<file path="src/rtl/ws2812_serial_tx.sv">
// ws2812_serial_tx: serialises a packed GRB frame onto a WS2812B data line.
// The frame is snapshotted on start, sent MSB-first as cycle-counted high/low
// pulses, and closed with a latch low period followed by a one-cycle done.
// Optional build macro WS2812_AUTO_REFRESH_EN: ignore start and resend
// frameIn continuously, reloading it at every frame boundary.
module ws2812_serial_tx #(
  parameter int NUM_LEDS = 4,
  parameter int T0H      = 40,
  parameter int T0L      = 85,
  parameter int T1H      = 80,
  parameter int T1L      = 45,
  parameter int TLATCH   = 6000
) (
  input  logic                    clk,
  input  logic                    reset,
  input  logic [24*NUM_LEDS-1:0]  frameIn,
  input  logic                    start,
  output logic                    busy,
  output logic                    done,
  output logic                    dout
);

  function automatic int max2(input int a, input int b);
    return (a > b) ? a : b;
  endfunction

  localparam int FW   = 24 * NUM_LEDS;
  localparam int TMAX = max2(max2(max2(T0H, T0L), max2(T1H, T1L)), TLATCH);
  localparam int TW   = (TMAX > 1) ? $clog2(TMAX) : 1;
  localparam int BW   = $clog2(FW);

  // Terminal timer values: a phase of N cycles ends when the timer reads N-1.
  localparam logic [TW-1:0] T0H_END   = TW'(T0H - 1);
  localparam logic [TW-1:0] T0L_END   = TW'(T0L - 1);
  localparam logic [TW-1:0] T1H_END   = TW'(T1H - 1);
  localparam logic [TW-1:0] T1L_END   = TW'(T1L - 1);
  localparam logic [TW-1:0] LATCH_END = TW'(TLATCH - 1);
  localparam logic [BW-1:0] BIT_LAST  = BW'(FW - 1);

  typedef enum logic [1:0] {IDLE, HIGH, LOW, LATCH} state_t;

  state_t          state;
  logic [FW-1:0]   shift_reg;
  logic [BW-1:0]   bit_cnt;
  logic [TW-1:0]   timer;
  logic            cur_bit;
  logic [TW-1:0]   high_end;
  logic [TW-1:0]   low_end;
  logic            go;

  // The bit on the wire is always the shift register MSB; it picks both phases.
  assign cur_bit  = shift_reg[FW-1];
  assign high_end = cur_bit ? T1H_END : T0H_END;
  assign low_end  = cur_bit ? T1L_END : T0L_END;

`ifdef WS2812_AUTO_REFRESH_EN
  // Self-starting: the strip is refreshed without any request.
  logic unused_start;
  assign unused_start = start;
  assign go = 1'b1;
`else
  assign go = start;
`endif

  // Frame sequencer: IDLE -> (HIGH -> LOW) per bit -> LATCH -> IDLE.
  always_ff @(posedge clk or negedge reset) begin
    if (!reset) begin
      state     <= IDLE;
      shift_reg <= '0;
      bit_cnt   <= '0;
      timer     <= '0;
      dout      <= 1'b0;
      busy      <= 1'b0;
      done      <= 1'b0;
    end else begin
      done <= 1'b0;
      case (state)
        IDLE: begin
          dout <= 1'b0;
          busy <= 1'b0;
          if (go) begin
            shift_reg <= frameIn;
            bit_cnt   <= BIT_LAST;
            timer     <= '0;
            state     <= HIGH;
            dout      <= 1'b1;
            busy      <= 1'b1;
          end
        end
        HIGH: begin
          if (timer == high_end) begin
            timer <= '0;
            state <= LOW;
            dout  <= 1'b0;
          end else begin
            timer <= timer + 1'b1;
          end
        end
        LOW: begin
          if (timer == low_end) begin
            timer <= '0;
            if (bit_cnt == '0) begin
              state <= LATCH;
            end else begin
              shift_reg <= {shift_reg[FW-2:0], 1'b0};
              bit_cnt   <= bit_cnt - 1'b1;
              state     <= HIGH;
              dout      <= 1'b1;
            end
          end else begin
            timer <= timer + 1'b1;
          end
        end
        LATCH: begin
          if (timer == LATCH_END) begin
            timer <= '0;
            done  <= 1'b1;
`ifdef WS2812_AUTO_REFRESH_EN
            // Next frame starts immediately; busy never drops.
            shift_reg <= frameIn;
            bit_cnt   <= BIT_LAST;
            state     <= HIGH;
            dout      <= 1'b1;
`else
            state <= IDLE;
            busy  <= 1'b0;
`endif
          end else begin
            timer <= timer + 1'b1;
          end
        end
        default: begin
          state <= IDLE;
          dout  <= 1'b0;
          busy  <= 1'b0;
        end
      endcase
    end
  end

endmodule

</file>
<file path="config.mk">
export PLATFORM = sky130hd
export DESIGN_NAME = ws2812_serial_tx
export DESIGN_NICKNAME = d
export VERILOG_FILES = /design/src/rtl/ws2812_serial_tx.sv
export SDC_FILE = /design/constraint.sdc
export NUM_CORES = 1
export LEC_CHECK = 0
export ABC_AREA = 0
export ABC_CLOCK_PERIOD_IN_PS = 6900
export BUFFER_PORTS_ARGS = -buffer_cell sky130_fd_sc_hd__buf_4
export CAP_MARGIN = 20
export CORE_UTILIZATION = 61
export DETAILED_ROUTE_END_ITERATION = 16
export PLACE_DENSITY = 0.89
export SKIP_LAST_GASP = 1
export SLEW_MARGIN = 30
export SYNTH_ARGS = -nofsm -noshare
export SYNTH_HDL_FRONTEND = slang
export SYNTH_SLANG_ARGS = --single-unit
</file>
<file path="constraint.sdc">
create_clock -name clk -period 6.9 [get_ports clk]
set_input_delay 0.345 -clock clk [delete_from_list [all_inputs] [get_ports clk]]
set_output_delay 0.345 -clock clk [all_outputs]
set_load 0.05 [all_outputs]
</file>
---- Word level (Yosys, flattened, before mapping) ----
Index checks and enable logic that the tools add are counted.
W data, S select, Z words.
cells by class
  $add $sub $neg .......................... 2
  equal/unequal tests ..................... 11
  muxes and demuxes ....................... 30
  reductions and logical operators ........ 9
operators by type and width
  kind                     count
  $mux W96                 3
  $pmux W96 S2             1
  $mux W13                 4
  $pmux W13 S4             1
  $mux W7                  5
  $eq A13 B7 Y1            2
  $pmux W7 S2              1
  $add A13 B1 Y13 const B  1
  $eq A13 B13 Y1 const B   1
  $reduce_and A4 Y1        3
  $mux W2                  5
  $ne A2 B2 Y1 const B     5
  $pmux W2 S4              1
  $logic_not A7 Y1         1
  $mux W1                  7
  $sub A7 B1 Y7 const B    1
  $eq A2 B2 Y1 const B     2
  $reduce_bool A2 Y1       2
  $pmux W1 S3              1
  $reduce_bool A3 Y1       1
  $eq A2 B1 Y1 const B     1
  $logic_not A2 Y1         1
  $pmux W1 S2              1
  $reduce_and A2 Y1        1
storage, ports and cells
  register bits ........................... 121

---- Longest topological paths before layout ----
Gate-level depths: netlist of the first run.
  depth after elaboration ................. 4
  gate-level depth with buffers ........... 11
  gate-level depth less buffers ........... 7

---- Worst setup path before layout of the first run ----
OpenSTA, ideal clock, no wires.
  kind .................................... reg-to-reg
  start point ............................. register state[0]
  end point ............................... register shift_reg[10]
  setup time .............................. 0.132 ns
  data arrival time ....................... 2.043 ns
  slack ................................... 4.724 ns
  stages on the path, launching flop included .. 12
  path buffers ............................ 4
  clock period less this slack ............ 2.176 ns
  path through ............................ dfrtp_1 inv_1 ha_1 clkbuf_1 and4b_1 nor3_2 nand2_2 buf_4 buf_6 buf_2 nand2_1 o21ai_1
between the ends
  longest elaborated chain between the ends .. 3
RTL lines
  what                                                                        line  source
  start, declared                                                             42    state_t state;
  start signal, assigned                                                      68    state <= IDLE;
  start signal, assigned                                                      85    state <= HIGH;
  start signal, assigned                                                      93    state <= LOW;
  $eq A2 B2 Y1 / $logic_not A2 Y1 (equally long branches)                     77    case (state)
  $ne A2 B2 Y1 (no source line) / $reduce_bool A2 Y1 (equally long branches)  -
  $reduce_and A4 Y1 (no source line)                                          -
  end signal, assigned                                                        82    shift_reg <= frameIn;
  end signal, assigned                                                        105   shift_reg <= {shift_reg[FW-2:0], 1'b0};
  end, declared                                                               43    logic [FW-1:0] shift_reg;
Parallel ways exist; a longest one is shown, timed or not.
A chain may end at the register's enable or synchronous reset.

---- Worst setup path after layout of the first run ----
  start point ............................. register state[1]
  end point ............................... register shift_reg[75]
Same word-level chain as after synthesis.

==> metrics.txt, run 1 <==
Root Buffer=clkbuf_8; slowest stage delay, CP=0.83 ns; Reg clk slew, reported paths=0.06 ns; fraction of power spent switching nets=0.211; ys async rst share=1.00; critical path launch point type=flip-flop; first-pass GRT wire length=22.0 mm; I/O pins=102; non-filler cells, final=814; max reg flops=96; Clock Latency Late Sink=0.52 ns; Cells after Synth=587; Core Region=9280 um2; setup TNS=0 ns; Cell variety after synth=45; Seq/Total Area, Yosys=0.513; layout cells sized above 1=0.206; mux contribution to synthesized area=0.170; top cell type's share of synthesized area=0.513; GR Overflow Total=0; CP required=7.27 ns; Hold Crit Class=in -> reg; Final HPWL DP=8.25 mm; syn_nets=694; Post-Route WL=13.0 mm; most frequent cells in the layout=121 x dfrtp_1, 109 x nand2_1, 104 x buf_4; slowest CP cell=nor2b_1; Synth warnings=0; Seq pwr share=0.432; CTS buffer count=17; largest net degree at the start of global routing=123; Final Hold Fails=0; placer congestion estimate=0.827; post-CTS sizing=0; main combinational cell family by area after synthesis=multiplexers; Via density=5.74; worst vdd ir=0.156 mV; post-CTS setup buffers=0; Clock power frac=0.521; Die Span Y=100 um; post-route ant nets=0; # port buffers=101; status=finished clean; Starting Density=0.636; #FFs+latches synth=121; Worst Path Class, Setup=reg -> reg; ant diodes=0; Max-cap violations=0; # DRC=0; Crit path max-delay family=simple AND/OR/NAND/NOR gates; via count of the first global-routing pass=4664; Slew Viols, Final=0; Chip Width=100 um; Syn Std Cell Area=5900 um2; CTS Sinks=121; Max Clk Rate=280 MHz; minimum clock period=3.57 ns; Synth Area in XOR/XNOR=0.00891; post-synthesis simple-gate area fraction=0.131; Logic pwr share=0.047; Iter 0 DRT Violations=237; top_reg_cell synth=dfrtp_1; Synth Area in Adders=0.0170; initial antenna violation count=0; final worst-path cycle share=0.518; Die ar.=10100 um2; Leakage=3.15 nW; Buf/Inv on CP=2; max_slew headroom=0.343; internal power=1.30 mW; CTS tree=done; Post-synth EDFFs=0; complex-gate fraction of the synthesized area=0.120; CP max FO=122; CP cell instances=inv_1, ha_1, nor2b_1, nor3_2, nand2_8, buf_4, o21ai_0; drt wl/cell=16.0 um; via count=4670; DP Cell Count=781; Area Overhead vs Synth=23.3%; final net count=779; Mapped Avg Cell Area=10.1 um2; CTS H-tree lvls=4; P per Cell Area=226 nW/um2; GRT Total Usage=0.283; num rows=35; # hold bufs at CTS=1; top post-synthesis cells by area=dfrtp_1 51%, mux2i_1 17%, nand2_1 6.9%, o21ai_0 4.7%, o21ai_1 4.2%; 1st-pass router iterations=5; most common cell after layout, fill and taps aside=dfrtp_1; Critical Path AT=3.94 ns; Slew @ Worst Pin=0.984 ns; RSZ-0062 raised after global routing=false; final setup vio count=0; Setup crit end kind=flip-flop; buffer levels on the longest clock path=2; P_sw=0.347 mW; leading area contributor after synthesis=dfrtp_1; Clock Skew=0.00818 ns
-- power by group through the flow --
| stage | clock, mW | sequential, mW | combinational [mW] |
|---|---|---|---|
| 2_1_floorplan | 0 | 0.723 | 0.0147 |
| 3_3_place_gp | 0 | 0.723 | 0.0745 |
| 3_5_place_dp | 0 | 0.723 | 0.0766 |
| 4_1_cts | 0.866 | 0.711 | 0.0779 |
| 5_1_grt | 0.903 | 0.710 | 0.0845 |
| 6_report | 0.857 | 0.711 | 0.0767 |
-- Yosys cell counts (2+ instances only) --
cell / count
ha_1: 8
buf_4: 2
mux2i_1: 100
nand2b_1: 3
a31oi_1: 3
inv_1: 11
o21ai_1: 49
o21ai_0: 55
nor3_1: 4
o31ai_1: 3
buf_2: 12
nor2b_1: 3
xor2_1: 5
dfrtp_1: 121
nand3b_1: 2
and3_1: 5
nand3_1: 13
buf_6: 3
nand4_1: 7
nor4_1: 2
nand2_1: 109
clkbuf_1: 22
and4bb_1: 2
nor2_1: 12
a21oi_1: 11
-- kinds of logic after synthesis --
| family | Yosys count |
|---|---|
| buffers and inverters | 51 |
| AOI/OAI and AO/OA | 131 |
| DFF | 121 |
| adders and majority gates | 8 |
| muxes | 100 |
| and+or+nand+nor | 170 |
| xor gates and xnor gates | 6 |
-- metrics by stage --
step / instance area, um2 / utilization / setup slack [ns] / hold slack, ns / power, mW
2_1_floorplan: 5900 / - / 4.72 / 0.0494 / 0.738
3_3_place_gp: 6670 / 0.719 / 3.34 / 0.341 / 0.797
3_5_place_dp: 6680 / 0.719 / 3.15 / 0.346 / 0.800
4_1_cts: 7270 / 0.783 / 3.16 / 0.0804 / 1.65
5_1_grt: 7280 / 0.784 / 3.03 / 0.0811 / 1.70
6_report: 7280 / 0.784 / 3.33 / 0.0937 / 1.64
-- final cells by class --
cell class                      count  area, um2
Inverter                           11       41.3
Sequential cell                   121       3030
Multi-Input combinational cell    415       2660
Clock buffer                       22        463
Clock inverter                     10        118
Tap cell                          129        161
Timing Repair Buffer              106        802
Fill cell                         549       2010
-- tightest hold or removal path, stage by stage --
cell and delay, ns:
buf_4 0.12, inv_1 0.04, o21ai_1 0.06
-- routing by layer --
| metal | GRT usage | part of all wire | routed length, um | vias to the layer above |
|---|---|---|---|---|
| met5 | 0 | 0 | 0 | - |
| met4 | 0.113 | 0.023 | 298 | 0 |
| met3 | 0.0850 | 0.050 | 648 | 30 |
| met2 | 0.457 | 0.51 | 6650 | 144 |
| met1 | 0.358 | 0.42 | 5440 | 2275 |
| li1 | - | - | - | 2221 |
-- path summary, 6_finish.rpt --
check	slack [ns]	endpoint	from	depth (start not counted)
setup / recovery	3.33	shift_reg[75]	state[1]	7
hold / removal	0.09	shift_reg[0]	frameIn[0]	3
setup reg to reg	3.33	shift_reg[75]	state[1]	7
hold reg to reg	0.48	shift_reg[85]	shift_reg[85]	2
max in group asynchronous	5.47	shift_reg[15]	reset	3
min in group asynchronous	0.33	shift_reg[66]	reset	2
Note: power is estimated with default switching activity, not from simulation.
==> run 2, diff against run 1 <==
- ABC_CLOCK_PERIOD_IN_PS: 6900 -> 3000
- CORE_UTILIZATION: 61 -> 51
- PLACE_DENSITY: 0.89 -> 0.8
- clock period: 6.9 -> 3 ns (I/O delays scaled with it)
==> metrics.txt, run 2 (same netlist as run 1, synthesis figures left out) <==
CP max FO=195 (was 122); 1st-pass router iterations=4 (was 5); P per Cell Area=531 nW/um2 (was 226 nW/um2); DP Cell Count=797 (was 781); Clock Skew=0.00914 ns (was 0.00818 ns); Max Used Layer=met4 (unchanged); Area Overhead vs Synth=25.1% (was 23.3%); first-pass GRT wire length=21.0 mm (was 22.0 mm); setup TNS=0 ns (unchanged); Die ar.=12000 um2 (was 10100 um2); I/O pins=102 (unchanged); Via density=5.37 (was 5.74); final design utilization=0.666 (was 0.784); Post-Route WL=12.3 mm (was 13.0 mm); Core Region=11100 um2 (was 9280 um2); non-filler cells, final=832 (was 814); final net count=786 (was 779); CP required=3.22 ns (was 7.27 ns); placed inst area=6740 um2 (was 6680 um2); buffer levels on the longest clock path=2 (unchanged); critical path launch point type=flip-flop (unchanged); ant diodes=0 (unchanged); Critical Path AT=2.85 ns (was 3.94 ns); worst vdd ir=0.732 mV (was 0.156 mV); most common cell after layout, fill and taps aside=dfrtp_1 (unchanged); most frequent cells in the layout=121 x dfrtp_1, 109 x nand2_1, 109 x buf_4 (was 121 x dfrtp_1, 109 x nand2_1, 104 x buf_4); Reg clk slew, reported paths=0.06 ns (about the same); CTS Sinks=121 (unchanged); setup ws final=0.364 ns (was 3.33 ns); # port buffers=101 (unchanged); final worst-path cycle share=0.879 (was 0.518); initial antenna violation count=0 (unchanged); layout cells sized above 1=0.211 (was 0.206); final setup vio count=0 (unchanged); num rows=38 (was 35); Worst Path Class, Setup=reg -> reg (unchanged); DR WL met2=5.96 mm (was 6.65 mm); RSZ-0062 raised after global routing=false (unchanged); placer congestion estimate=0.792 (was 0.827); met3 wire len=697 um (was 648 um); Max Clk Rate=379 MHz (was 280 MHz); Die Span Y=110 um (was 100 um); Met1 Wirelength=5.56 mm (was 5.44 mm); CTS tree=done (unchanged); Final Hold Fails=0 (unchanged); GRT Total Usage=0.230 (was 0.283); Max-cap violations=0 (unchanged); post-route cell area=7380 um2 (was 7280 um2); via count=4464 (was 4670); CTS H-tree lvls=4 (unchanged); Hold Crit Class=in -> reg (unchanged); max reg flops=96 (unchanged); CTS buffer count=17 (unchanged); Slew @ Worst Pin=0.764 ns (was 0.984 ns); largest net degree at the start of global routing=196 (was 123); Starting Density=0.533 (was 0.636); status=finished clean (unchanged); Leakage=3.21 nW (was 3.15 nW); Root Buffer=clkbuf_16 (was clkbuf_8); # DRC=0 (unchanged); drt wl/cell=14.8 um (was 16.0 um); Pwr Total=3.92 mW (was 1.64 mW); minimum clock period=2.64 ns (was 3.57 ns); post-CTS setup buffers=0 (unchanged); Iter 0 DRT Violations=281 (was 237); Chip Width=110 um (was 100 um); Setup crit end kind=flip-flop (unchanged); GR Overflow Total=0 (unchanged); post-route ant nets=0 (unchanged); final hold slack=0.0103 ns (was 0.0937 ns); Final HPWL DP=8.21 mm (was 8.25 mm); Clock Latency Late Sink=0.41 ns (was 0.52 ns); via count of the first global-routing pass=4512 (was 4664); DP Worst Slack=0.532 ns (was 3.15 ns); max_slew headroom=0.491 (was 0.343); Slew Viols, Final=0 (unchanged)
==> run 2: cell types whose count changed in the layout (fill, tap and decap cells not counted), sizes merged <==
cell	previous run	this run
dlygate4sd3	1	3
clkinvlp	4	2
clkinv	3	4
buf	105	110
bufinv	2	3
==> run 2: final timing paths <==
path / from / end / slack [ns] / cells after the start
setup / recovery: state[0] / shift_reg[58] / 0.36 / 9
hold / removal: frameIn[32] / shift_reg[32] / 0.01 / 3
setup reg to reg: state[0] / shift_reg[58] / 0.36 / 9
hold reg to reg: shift_reg[46] / shift_reg[46] / 0.48 / 2
max in group asynchronous: reset / shift_reg[16] / 2.01 / 3
min in group asynchronous: reset / timer[8] / 0.21 / 2
==> run 2: power breakdown <==
| part | switching [mW] | internal [mW] |
|---|---|---|
| Sequential | 0.000429 | 1.63 |
| Combinational | 0.0727 | 0.106 |
| Clock | 0.728 | 1.37 |
| Total | 0.802 | 3.11 |
==> run 2: final cells by class <==
cell class / instances / area, um2
clock inverter: 10 / 141
multi-input combinational: 415 / 2650
timing repair buffer: 113 / 868
sequential: 121 / 3030
tap: 140 / 175
fill: 839 / 3700
inverter: 11 / 41.3
clock buffer: 22 / 474
==> run 2: metal layers <==
layer	up-vias	track usage
met1	2131	0.290
met5	-	0
met3	8	0.0883
met4	0	0.0705
met2	92	0.366
li1	2233	-
==> run 2: timing repair <==
item | in CTS | in global routing
resized for setup | 0 | 0
hold buffers | 3 | 0
hold endpoints to repair | 29 | 0
==> run 2: worst max-delay path, stage by stage, from the launching register on <==
cell,delay (ns)
dfrtp_1,0.41
inv_1,0.12
ha_1,0.31
nor2b_1,0.16
buf_4,0.18
nor3_2,0.47
nand2_4,0.09
buf_12,0.27
nand2_1,0.18
o21ai_0,0.16
==> run 3, diff against run 2 <==
- PLACE_DENSITY: 0.8 -> 0.77
==> metrics.txt, run 3 (same netlist as run 1, synthesis figures left out) <==
status=finished clean (unchanged); Slew Viols, Final=0 (unchanged); DR WL met2=5.93 mm (was 5.96 mm); DP Worst Slack=0.594 ns (was 0.532 ns); Die ar.=12000 um2 (unchanged); Iter 0 DRT Violations=200 (was 281); CP required=3.25 ns (was 3.22 ns); post-CTS setup buffers=0 (unchanged); drt wl/cell=14.7 um (was 14.8 um); # DRC=0 (unchanged); placer congestion estimate=0.811 (was 0.792); CTS Sinks=121 (unchanged); # port buffers=101 (unchanged); num rows=38 (unchanged); Max Used Layer=met4 (unchanged); final hold slack=0.0125 ns (was 0.0103 ns); via count of the first global-routing pass=4624 (was 4512); max reg flops=96 (unchanged); most common cell after layout, fill and taps aside=dfrtp_1 (unchanged); Setup crit end kind=flip-flop (unchanged); post-CTS sizing=0 (unchanged); post-route ant nets=0 (unchanged); Worst Path Class, Setup=reg -> reg (unchanged); Reg clk slew, reported paths=0.06 ns (about the same); Worst R2R Path Depth=8 (was 9); Area Overhead vs Synth=24.0% (was 25.1%); Met1 Wirelength=5.34 mm (was 5.56 mm); non-filler cells, final=828 (was 832); Max Clk Rate=411 MHz (was 379 MHz); 1st-pass router iterations=4 (unchanged); DP Cell Count=795 (was 797); CTS buffer count=17 (unchanged); Post-Route WL=12.2 mm (was 12.3 mm); # hold bufs at CTS=2 (was 3); Root Buffer=clkbuf_16 (unchanged); CTS tree=done (unchanged); minimum clock period=2.43 ns (was 2.64 ns); Clock Latency Late Sink=0.41 ns (about the same); Starting Density=0.533 (unchanged); I/O pins=102 (unchanged); Die Span Y=110 um (unchanged); final worst-path cycle share=0.810 (was 0.879); Clock Skew=0.00805 ns (was 0.00914 ns); Chip Width=110 um (unchanged); GRT Total Usage=0.225 (was 0.230); worst vdd ir=0.538 mV (was 0.732 mV); CP max FO=195 (unchanged); via count=4502 (was 4464); Hold Crit Class=in -> reg (unchanged); ant diodes=0 (unchanged); initial antenna violation count=0 (unchanged); Max-cap violations=0 (unchanged); Final Hold Fails=0 (unchanged); largest net degree at the start of global routing=196 (unchanged); max_slew headroom=0.434 (was 0.491); critical path launch point type=flip-flop (unchanged); final design utilization=0.661 (was 0.666); first-pass GRT wire length=20.9 mm (was 21.0 mm); Critical Path AT=2.68 ns (was 2.85 ns); met3 wire len=674 um (was 697 um); final net count=783 (was 786); FILL cells=864 (was 839); CTS H-tree lvls=4 (unchanged); Core Region=11100 um2 (unchanged); Slew @ Worst Pin=0.846 ns (was 0.764 ns); Leakage=3.17 nW (was 3.21 nW); setup TNS=0 ns (unchanged); layout cells sized above 1=0.211 (about the same); P per Cell Area=510 nW/um2 (was 531 nW/um2); Final HPWL DP=8.12 mm (was 8.21 mm); Via density=5.44 (was 5.37); final setup vio count=0 (unchanged); RSZ-0062 raised after global routing=false (unchanged); Hold Path Cell Cnt=3 (unchanged); setup ws final=0.570 ns (was 0.364 ns); most frequent cells in the layout=121 x dfrtp_1, 109 x nand2_1, 105 x buf_4 (was 121 x dfrtp_1, 109 x nand2_1, 109 x buf_4); GR Overflow Total=0 (unchanged); buffer levels on the longest clock path=2 (unchanged)
-- run 3: changes by cell type in the layout (fill, tap and decap cells not counted), sizes merged --
cell,delta
clkbuf,-4
clkinvlp,+3
buf,-2
bufinv,-2
inv,+2
dlygate4sd3,-1
-- run 3: layout make-up --
type                       instances  area (um2)  area share
sequential                       121        3030       0.414
timing repair buffer             110         860       0.117
tap                              140         175      0.0239
multi-input combinational        415        2650       0.363
clock buffer                      18         439      0.0600
inverter                          11        41.3     0.00564
clock inverter                    13         121      0.0166
-- run 3: critical path, stage by stage, from the launching register on --
cell     delay (ns)
dfrtp_1        0.44
inv_1          0.13
ha_1           0.33
nor2b_1        0.20
nor3_2         0.45
nand2_4        0.09
buf_12         0.28
nand2_1        0.16
o21ai_0        0.10
-- run 3: worst paths after layout --
check,startpoint,endpoint,slack [ns]
max,state[0],shift_reg[82],0.57
min,frameIn[24],shift_reg[24],0.01
max reg2reg,state[0],shift_reg[82],0.57
min reg2reg,shift_reg[49],shift_reg[49],0.48
max in group asynchronous,reset,shift_reg[85],1.89
min in group asynchronous,reset,timer[4],0.32
-- run 3: through the flow --
step / instance area (um2) / power (mW)
after floorplan: 5900 / 1.70
after global placement: 6730 / 1.84
after detailed placement: 6740 / 1.84
after CTS: 7320 / 3.77
after global routing: 7320 / 3.86
final: 7320 / 3.73
-- run 3: power by group --
| group | internal, mW | leakage [nW] | switching [mW] |
|---|---|---|---|
| combinational | 0.106 | 1.29 | 0.0708 |
| clock | 1.16 | 0.261 | 0.760 |
| sequential | 1.63 | 1.62 | 0.000372 |
| total | 2.90 | 3.17 | 0.832 |
-- run 3: routing by layer --
metal  track usage  vias to the layer above
li1              -                     2228
met3        0.0782                       18
met2         0.359                       89
met1         0.283                     2167
met4        0.0857                        0
met5             0                        -
